<file path="src/rtl/uart_rx_sampler_if.sv">
// Receive-side strobe bundle of uart_rx_sampler: byte strobe, byte, and the two error strobes.
// The receiver drives it through the master modport and the FIFO/consumer reads it through the slave modport.
interface uart_rx_sampler_if;
    logic       o_valid;
    logic [7:0] o_data;
    logic       o_frameError;
    logic       o_parityError;

    modport master (
        output o_valid,
        output o_data,
        output o_frameError,
        output o_parityError
    );

    modport slave (
        input o_valid,
        input o_data,
        input o_frameError,
        input o_parityError
    );
endinterface

</file>
<file path="src/rtl/uart_rx_sampler.sv">
// 16x oversampling 8N1 UART receiver with 2-flop sync, 3-sample majority vote and framing-error strobe.
// Define UART_RX_PARITY_EN to receive 8E1/8O1 frames (sense from PARITY_ODD) with an o_parityError strobe.
module uart_rx_sampler #(
    parameter int CLK_FREQ   = 100000000,
    parameter int BAUD       = 115200,
    parameter int OVERSAMPLE = 16,
    parameter int DIV        = (CLK_FREQ + (BAUD * OVERSAMPLE) / 2) / (BAUD * OVERSAMPLE),
    parameter int PARITY_ODD = 0
) (
    input  logic              i_clk,
    input  logic              i_resetn,
    input  logic              i_serialIn,
    uart_rx_sampler_if.master rx_out
);

    if (OVERSAMPLE != 16) begin : g_bad_oversample
        $error("uart_rx_sampler: OVERSAMPLE must be 16");
    end
    if (DIV < 2) begin : g_bad_div
        $error("uart_rx_sampler: DIV must be at least 2");
    end
    if (PARITY_ODD != 0 && PARITY_ODD != 1) begin : g_bad_parity
        $error("uart_rx_sampler: PARITY_ODD must be 0 or 1");
    end

    localparam int DIV_W = (DIV < 2) ? 1 : $clog2(DIV);

`ifdef UART_RX_PARITY_EN
    typedef enum logic [2:0] {
        ST_IDLE   = 3'd0,
        ST_START  = 3'd1,
        ST_DATA   = 3'd2,
        ST_PARITY = 3'd3,
        ST_STOP   = 3'd4,
        ST_BREAK  = 3'd5
    } state_t;
`else
    typedef enum logic [2:0] {
        ST_IDLE  = 3'd0,
        ST_START = 3'd1,
        ST_DATA  = 3'd2,
        ST_STOP  = 3'd4,
        ST_BREAK = 3'd5
    } state_t;
`endif

    logic             sync1_q, sync1_d;
    logic             sync2_q, sync2_d;
    logic             rx_prev_q, rx_prev_d;
    state_t           state_q, state_d;
    logic [DIV_W-1:0] div_cnt_q, div_cnt_d;
    logic [3:0]       smp_cnt_q, smp_cnt_d;
    logic [2:0]       bit_cnt_q, bit_cnt_d;
    logic             s7_q, s7_d;
    logic             s8_q, s8_d;
    logic [7:0]       shift_q, shift_d;
    logic [7:0]       data_q, data_d;
    logic             valid_q, valid_d;
    logic             frame_err_q, frame_err_d;
`ifdef UART_RX_PARITY_EN
    logic             par_bit_q, par_bit_d;
    logic             parity_err_q, parity_err_d;
`endif

    logic rx;
    logic tick;
    logic vote_tick;
    logic boundary;
    logic vote;

    assign rx        = sync2_q;
    assign tick      = (div_cnt_q == DIV_W'(DIV - 1));
    assign vote_tick = tick && (smp_cnt_q == 4'd9);
    assign boundary  = tick && (smp_cnt_q == 4'd15);
    // Samples 7 and 8 are held in flops; sample 9 is the live line at the deciding tick.
    assign vote      = (s7_q & s8_q) | (s7_q & rx) | (s8_q & rx);

    always_comb begin
        sync1_d     = i_serialIn;
        sync2_d     = sync1_q;
        rx_prev_d   = rx;
        state_d     = state_q;
        div_cnt_d   = tick ? '0 : div_cnt_q + DIV_W'(1);
        smp_cnt_d   = tick ? smp_cnt_q + 4'd1 : smp_cnt_q;
        bit_cnt_d   = bit_cnt_q;
        s7_d        = (tick && smp_cnt_q == 4'd7) ? rx : s7_q;
        s8_d        = (tick && smp_cnt_q == 4'd8) ? rx : s8_q;
        shift_d     = shift_q;
        data_d      = data_q;
        valid_d     = 1'b0;
        frame_err_d = 1'b0;
`ifdef UART_RX_PARITY_EN
        par_bit_d    = par_bit_q;
        parity_err_d = 1'b0;
`endif

        case (state_q)
            ST_IDLE: begin
                // Restart the sample grid on the start edge so ticks line up with the bit cells.
                if (rx_prev_q && !rx) begin
                    state_d   = ST_START;
                    div_cnt_d = '0;
                    smp_cnt_d = '0;
                end
            end
            ST_START: begin
                if (vote_tick && vote) begin
                    state_d = ST_IDLE;
                end else if (boundary) begin
                    state_d   = ST_DATA;
                    bit_cnt_d = 3'd0;
                end
            end
            ST_DATA: begin
                if (vote_tick) begin
                    shift_d = {vote, shift_q[7:1]};
                end
                if (boundary) begin
                    if (bit_cnt_q == 3'd7) begin
`ifdef UART_RX_PARITY_EN
                        state_d = ST_PARITY;
`else
                        state_d = ST_STOP;
`endif
                    end else begin
                        bit_cnt_d = bit_cnt_q + 3'd1;
                    end
                end
            end
`ifdef UART_RX_PARITY_EN
            ST_PARITY: begin
                if (vote_tick) begin
                    par_bit_d = vote;
                end
                if (boundary) begin
                    state_d = ST_STOP;
                end
            end
`endif
            ST_STOP: begin
                // Leave at the stop vote so a following start edge is never missed.
                if (vote_tick) begin
                    if (vote) begin
                        data_d  = shift_q;
                        valid_d = 1'b1;
`ifdef UART_RX_PARITY_EN
                        parity_err_d = (^shift_q) ^ par_bit_q ^ (PARITY_ODD != 0);
`endif
                        state_d = ST_IDLE;
                    end else begin
                        frame_err_d = 1'b1;
                        state_d     = ST_BREAK;
                    end
                end
            end
            ST_BREAK: begin
                if (rx) begin
                    state_d = ST_IDLE;
                end
            end
            default: begin
                state_d = ST_IDLE;
            end
        endcase
    end

    always_ff @(posedge i_clk) begin
        if (!i_resetn) begin
            sync1_q     <= 1'b1;
            sync2_q     <= 1'b1;
            rx_prev_q   <= 1'b1;
            state_q     <= ST_IDLE;
            div_cnt_q   <= '0;
            smp_cnt_q   <= '0;
            bit_cnt_q   <= '0;
            s7_q        <= 1'b0;
            s8_q        <= 1'b0;
            shift_q     <= '0;
            data_q      <= '0;
            valid_q     <= 1'b0;
            frame_err_q <= 1'b0;
`ifdef UART_RX_PARITY_EN
            par_bit_q    <= 1'b0;
            parity_err_q <= 1'b0;
`endif
        end else begin
            sync1_q     <= sync1_d;
            sync2_q     <= sync2_d;
            rx_prev_q   <= rx_prev_d;
            state_q     <= state_d;
            div_cnt_q   <= div_cnt_d;
            smp_cnt_q   <= smp_cnt_d;
            bit_cnt_q   <= bit_cnt_d;
            s7_q        <= s7_d;
            s8_q        <= s8_d;
            shift_q     <= shift_d;
            data_q      <= data_d;
            valid_q     <= valid_d;
            frame_err_q <= frame_err_d;
`ifdef UART_RX_PARITY_EN
            par_bit_q    <= par_bit_d;
            parity_err_q <= parity_err_d;
`endif
        end
    end

    assign rx_out.o_valid      = valid_q;
    assign rx_out.o_data       = data_q;
    assign rx_out.o_frameError = frame_err_q;
`ifdef UART_RX_PARITY_EN
    assign rx_out.o_parityError = parity_err_q;
`else
    assign rx_out.o_parityError = 1'b0;
`endif

endmodule

</file>
<file path="src/flat_wrapper.sv">
// flat-port wrapper written by rule: the top's interface ports become plain ports
module uart_rx_sampler_flat 
#(
    parameter int CLK_FREQ   = 100000000,
    parameter int BAUD       = 115200,
    parameter int OVERSAMPLE = 16,
    parameter int DIV        = (CLK_FREQ + (BAUD * OVERSAMPLE) / 2) / (BAUD * OVERSAMPLE),
    parameter int PARITY_ODD = 0
)
  (i_clk, i_resetn, i_serialIn, rx_out_o_valid, rx_out_o_data, rx_out_o_frameError, rx_out_o_parityError);
  uart_rx_sampler_if rx_out_i ();
  input  logic i_clk;
  input  logic i_resetn;
  input  logic i_serialIn;
  output wire logic [$bits(rx_out_i.o_valid)-1:0] rx_out_o_valid;
  output wire logic [$bits(rx_out_i.o_data)-1:0] rx_out_o_data;
  output wire logic [$bits(rx_out_i.o_frameError)-1:0] rx_out_o_frameError;
  output wire logic [$bits(rx_out_i.o_parityError)-1:0] rx_out_o_parityError;
  assign rx_out_o_valid = rx_out_i.o_valid;
  assign rx_out_o_data = rx_out_i.o_data;
  assign rx_out_o_frameError = rx_out_i.o_frameError;
  assign rx_out_o_parityError = rx_out_i.o_parityError;
  uart_rx_sampler #(.CLK_FREQ(CLK_FREQ), .BAUD(BAUD), .OVERSAMPLE(OVERSAMPLE), .DIV(DIV), .PARITY_ODD(PARITY_ODD)) u_core (.i_clk(i_clk), .i_resetn(i_resetn), .i_serialIn(i_serialIn), .rx_out(rx_out_i));
endmodule
</file>
<file path="config.mk">
export PLATFORM = sky130hd
export DESIGN_NAME = uart_rx_sampler_flat
export DESIGN_NICKNAME = d
export VERILOG_FILES = /design/src/rtl/uart_rx_sampler_if.sv /design/src/rtl/uart_rx_sampler.sv /design/src/flat_wrapper.sv
export SDC_FILE = /design/constraint.sdc
export NUM_CORES = 1
export LEC_CHECK = 0
export BUFFER_PORTS_ARGS = -buffer_cell sky130_fd_sc_hd__buf_4
export CORE_MARGIN = 1.5
export CORE_UTILIZATION = 60
export DETAILED_ROUTE_END_ITERATION = 8
export PLACE_DENSITY = 0.89
export SYNTH_ARGS = -nofsm -noshare
export SYNTH_HDL_FRONTEND = slang
export SYNTH_SLANG_ARGS = --single-unit
</file>
<file path="constraint.sdc">
create_clock -name i_clk -period 2.83 [get_ports i_clk]
set_input_delay 0.283 -clock i_clk [delete_from_list [all_inputs] [get_ports i_clk]]
set_output_delay 0.283 -clock i_clk [all_outputs]
set_load 0.01 [all_outputs]
</file>
==> results of run 1 <==
-- cells in the mapped netlist (all sizes together), types with 2 or more instances --
library cell	count	area [um^2]
dfxtp	39	781
nor2	33	124
mux2i	19	190
nand2	8	30.0
ha	7	87.6
a21oi	5	25.0
inv	5	18.8
nand2b	5	31.3
buf	4	37.5
nand3	4	20.0
xor2	4	35.0
a211oi	3	27.5
nand4	3	33.8
nand4b	3	26.3
nor3b	3	33.8
xnor2	3	26.3
a22o	2	17.5
and2	2	12.5
and3	2	12.5
clkbuf	2	7.51
o21ai	2	10.0
or2	2	12.5
-- metal layers --
| metal | share of wire | global-route usage |
|---|---|---|
| met1 | 0.46 | 0.268 |
| met3 | 0.032 | 0.0576 |
| met2 | 0.49 | 0.324 |
| met4 | 0.0095 | 0.0918 |
| met5 | 0 | 0 |
-- where the power goes --
group | switching, mW | internal (mW) | total [mW]
sequential | 0.0136 | 0.558 | 0.572
clock | 0.174 | 0.0924 | 0.266
combinational | 0.0434 | 0.0324 | 0.0758
-- how the worst max path moves through the flow --
stage | cells after the start | slack [ns] | start | endpoint
2_1_floorplan | 6 | 1.29 | u_core.smp_cnt_q[0] | u_core.state_q[0]
3_3_place_gp | 5 | 0.84 | u_core.div_cnt_q[2] | u_core.rx_out.o_data[6]
3_5_place_dp | 5 | 0.70 | u_core.div_cnt_q[2] | u_core.rx_out.o_data[5]
4_1_cts | 5 | 0.68 | u_core.div_cnt_q[0] | u_core.rx_out.o_data[5]
5_1_grt | 5 | 0.49 | u_core.div_cnt_q[2] | u_core.rx_out.o_data[5]
6_report | 5 | 0.68 | u_core.div_cnt_q[2] | u_core.rx_out.o_data[5]
-- metrics by stage --
stage | cell area, um^2 | power, mW
after global routing | 1860 | 0.955
final | 1860 | 0.914
after detailed placement | 1810 | 0.660
after floorplan | 1710 | 0.641
after CTS | 1860 | 0.918
after global placement | 1810 | 0.652
-- flip-flops by register name, indices dropped and copies added, names as in the netlist --
name and cells:
u_core.rx 1, u_core.div_cnt_q 6, u_core.rx_out.o_data 8, u_core.rx_out.o_valid 1, u_core.state_q 3, u_core.s8_q 1
u_core.bit_cnt_q 3, u_core.rx_out.o_frameError 1, u_core.shift_q 8, u_core.s7_q 1, u_core.smp_cnt_q 4, u_core.rx_prev_q 1
u_core.sync1_q 1
-- cells in the final DEF, fill, tap and decap left out, drive strengths merged, types with 2 or more instances in the layout --
master and n:
a211oi 3, a21oi 5, a22o 2, and2 2, and3 2, buf 13, clkbuf 5, clkinv 2
dfxtp 39, ha 7, inv 5, mux2i 19, nand2 8, nand2b 5, nand3 4, nand4 3
nand4b 3, nor2 33, nor3b 3, o21ai 2, or2 2, xnor2 3, xor2 4
-- final cells by class --
class	count	share of cell area
multi-input cells	124	0.468
flip-flops and latches	39	0.420
repair buffers	13	0.0526
well taps	31	0.0209
clock buffers	5	0.0202
inverters	5	0.0101
clock inverters	2	0.00741
-- cells by family (layout without fill, tap and decap cells) --
kind of cell / after synthesis / count (layout) / share of synthesized area
simple gates: 71 / 71 / 0.224
flops: 39 / 39 / 0.455
mux: 20 / 20 / 0.118
compound gates: 17 / 17 / 0.0686
buf+inv: 11 / 25 / 0.0372
fa+ha+maj: 8 / 8 / 0.0591
xor+xnor: 7 / 7 / 0.0358
other cells: 1 / 1 / 0.00219
==> out/metrics.yaml, run 1 <==
outcome:
  status: "completed"
synth:
  synth.avg_cell_area_um2: 9.85
  synth_seq_cells: 39
  yosys_warnings: 0
  netlist_area_um2: 1710
  synth.distinct_cells: 41
  syn-num-nets: 184
  ys.flop_type: "dfxtp_1"
  ys_seq_area_frac: 0.455
  syn_inst: 174
  synthArstFlopShare: 0
  synth_edf_count: 0
min_path:
  min_from: "i_serialIn"
  hold_path_end: "u_core.sync1_q"
  hp-class: "input pin to flop"
  hold_depth: 2
sta:
  setup_viol: 0
  final_max_slew_viol_count: 0
  timing.final.crit_share: 0.760
  timing.final.ws_setup_ns: 0.679
  finClkSkew_ns: 0.0100
  slew_headroom: 0.605
  tns_ns: 0
  fmax_mhz: 465
  hold_slack_ns: 0.119
  rsz0062_at_grt: "no"
  hold_viol: 0
  finalCriticalPeriod_ns: 2.15
  worstMarginPinSlew_ns: 0.590
clock_network:
  postCtsHoldBufs: 0
  clk_path_buf_depth: 2
  clk_pin_slew_ns: 0.12
  tritoncts: "built"
  cts_resized: 0
  clk-insertion-delay-late_ns: 0.33
  cts_inserted_buffers: 5
  cts_sinks: 39
  cts_setup_buffers: 0
  cts_root_buffer: "clkbuf_4"
  h-tree-depth: 2
placed_design:
  routabilityCongestion: 0.879
  io_buffers: 12
  hpwl_um: 2240
  placed_cells: 212
  dp_slack_ns: 0.704
grt:
  grt_overflow_total: 0
  grt_max_degree: 18
  grt_pass1_vias: 1186
  grt_antenna_before_repair: 0
  grt_usage: 0.208
  grt_pass1_wl_um: 5180
power_and_ir_drop:
  p_leak_nw: 0.853
  ir_drop_uv: 469
  power_density_nw_per_um2: 492
setup_path:
  cp_slowest_cell: "nand4b_1"
  critical-path-max-stage-delay_ns: 0.56
  cp-end-kind: "flop"
  cp.arrival_ns: 2.38
  crit_fanout: 11
  worstSetupPathType: "flop to flop"
  cp-start-kind: "flop"
  rrSetupSlack_ns: 0.68
  reg2reg_depth: 5
  crit_buf_inv: 0
  cp_top_family: "simple AND/OR/NAND/NOR gates"
  cp_cell_sequence: "nor2b_1 -> and4_1 -> nand4b_1 -> mux2i_1 -> nor2_1"
  r2r_end: "u_core.rx_out.o_data[5]"
  r2r-start: "u_core.div_cnt_q[2]"
  worstPathRequired_ns: 3.06
detailed_routing:
  drt-pass1-iter-count: 4
  vias_per_cell: 5.67
  ant_nets: 0
  drc: 0
  drt_iter0_drc: 106
  wl_per_cell_um: 13.9
  dr_total_vias: 1241
  routed_wirelength_um: 3050
cells_and_area:
  drive_gt1_frac: 0.144
  area_growth_pct: 8.32
  ff_latch_area_um2: 781
  fillers: 201
  multi_input_area_um2: 870
  fin_util: 0.679
  final_cells: 219
  diodes: 0
  nets: 198
floorplan:
  core-area_um2: 2730
  initial_core_util: 0.627
  rows: 19
  dieWidth_um: 56.5
  dieArea_um2: 3190
  io_pins: 14
  die_h_um: 56.5
run:
  max_cap_viol_count: 0
(Power assumes the default switching activity.)
==> inputs of run 2 (changes only) <==
Settings changed: CORE_UTILIZATION 60 to 52, PLACE_DENSITY 0.89 to 0.83.
Clock period 2.83 ns to 1.86 ns, I/O delays scaled along.
==> run 2 against run 1 <==
Combinational power is 53% higher; highest routed layer unchanged; via count increased by 2.3%; hold slack worse by 0.11 ns; power increased by 54%; critical path type unchanged; largest power group unchanged; count of clock-buffer cells in the layout increased by 1; core utilization down 6.7 points; register-to-register slack got worse by 0.59 ns; clock power up 59%.
==> out/metrics.yaml, run 2 (synthesized netlist as in run 1, its figures left out) <==
sta:
  timing.final.ws_setup_ns: 0.0889  # -0.590 ns
  timing.final.crit_share: 0.952  # +0.192
  final_max_slew_viol_count: 0  # unchanged
  finClkSkew_ns: 0.00175  # -0.00830 ns
  hold_viol: 0  # unchanged
  setup_viol: 0  # unchanged
  rsz0062_at_grt: "no"
  finalCriticalPeriod_ns: 1.77  # -0.380 ns
  fmax_mhz: 565  # +21%
  tns_ns: 0  # unchanged
detailed_routing:
  wl_per_cell_um: 13.1  # -6.2%
  drc: 0  # unchanged
  vias_per_cell: 5.38  # -5.1%
  drt_iter0_drc: 32  # -70%
  dr_total_vias: 1269  # +2.3%
  ant_nets: 0  # unchanged
  routed_wirelength_um: 3080  # +1.1%
  drt-pass1-iter-count: 4  # unchanged
clock_network:
  cts_resized: 0  # unchanged
  cts_root_buffer: "clkbuf_4"
  clk-insertion-delay-late_ns: 0.35  # +0.02 ns
  cts_inserted_buffers: 5  # unchanged
  cts_setup_buffers: 0  # unchanged
  cts_sinks: 39  # unchanged
  clk_path_buf_depth: 2  # unchanged
  tritoncts: "built"
  clk_pin_slew_ns: 0.11  # about the same
  postCtsHoldBufs: 0  # unchanged
  h-tree-depth: 2  # unchanged
placed_design:
  io_buffers: 12  # unchanged
  hpwl_um: 2260  # +0.85%
  placed_cells: 228  # +7.5%
  routabilityCongestion: 0.828  # -5.8%
  dp_slack_ns: 0.129  # -0.576 ns
  placed_area_um2: 1840  # +2.1%
cells_and_area:
  nets: 201  # +1.5%
  layout_commonest_cell: "dfxtp_1"
  final_cell_area_um2: 1900  # +2.2%
  drive_gt1_frac: 0.156  # +0.0126
  area_growth_pct: 10.7
  layout_common_cells: "dfxtp_1, nor2_1, mux2i_1, buf_4, nand2_1"
  diodes: 0  # unchanged
  final_cells: 236  # +7.8%
setup_path:
  cp.arrival_ns: 2.01  # -0.37 ns
  cp-start-kind: "flop"
  cp-end-kind: "flop"
  worstSetupPathType: "flop to flop"
  rrSetupSlack_ns: 0.09  # -0.59 ns
  crit_fanout: 5  # -6
  critPathLaunch: "u_core.smp_cnt_q[0]"
  r2r-start: "u_core.smp_cnt_q[0]"
  worstPathRequired_ns: 2.10  # -0.96 ns
outcome:
  status: "completed"
min_path:
  hp-class: "input pin to flop"
  min_from: "i_serialIn"
floorplan:
  dieArea_um2: 3650  # +15%
  dieWidth_um: 60.4  # +7.0%
  io_pins: 14  # unchanged
  rows: 20  # +1
  core-area_um2: 3100  # +14%
  die_h_um: 60.4  # +7.0%
  initial_core_util: 0.552  # -0.0746
grt:
  grt_pass1_vias: 1149  # -3.1%
  grt_overflow_total: 0  # unchanged
  grt_pass1_wl_um: 5220  # +0.79%
  grt_antenna_before_repair: 0  # unchanged
  grt_max_degree: 24  # +6
  grt_usage: 0.196  # -0.0119
run:
  max_cap_viol_count: 0  # unchanged
power_and_ir_drop:
  power_mw: 1.41  # +54%
  p_leak_nw: 0.864  # +1.3%
  ir_drop_uv: 587  # +25%
  power_density_nw_per_um2: 743  # +51%
-- run 2: cell types whose count changed in the layout (fill, tap and decap cells not counted), sizes merged --
cell / delta
buf: +3
clkinv: -1
clkbuf: +1
clkinvlp: +1
-- run 2: layout make-up --
class                   instances  area, um^2
flip-flops and latches         39         781
inverters                       5        18.8
fillers                       276        1200
clock inverters                 2        12.5
well taps                      44        55.1
multi-input cells             124         870
repair buffers                 16         120
clock buffers                   6        41.3
-- run 2: layer usage --
layer,part of all wire,GRT usage
met1,0.44,0.241
met2,0.49,0.320
met3,0.055,0.0576
met4,0.021,0.0870
met5,0,0
-- run 2: path summary, 6_finish.rpt --
kind                  endpoint  depth (start not counted)
min             u_core.sync1_q                          2
max          u_core.state_q[0]                          6
min reg2reg          u_core.rx                          1
max reg2reg  u_core.state_q[0]                          6
-- run 2: power breakdown --
part | switching [mW] | internal, mW | total, mW
Combinational | 0.0669 | 0.0489 | 0.116
Sequential | 0.0205 | 0.850 | 0.870
Clock | 0.278 | 0.146 | 0.423
Total | 0.365 | 1.04 | 1.41
-- run 2: worst max-delay path, cell delays in order (launching register included) --
cell	delay [ns]
dfxtp_1	0.45
ha_1	0.20
and4bb_2	0.33
nor3_1	0.08
a211oi_2	0.30
mux2i_1	0.22
a21oi_1	0.08
-- run 2: stage by stage --
step,hold slack (ns),utilization
finish,0.0130,0.612
global route,0.0131,0.612
CTS,0.00628,0.612
detailed placement,0.377,0.594
global placement,0.374,0.594
floorplan,0.259,-
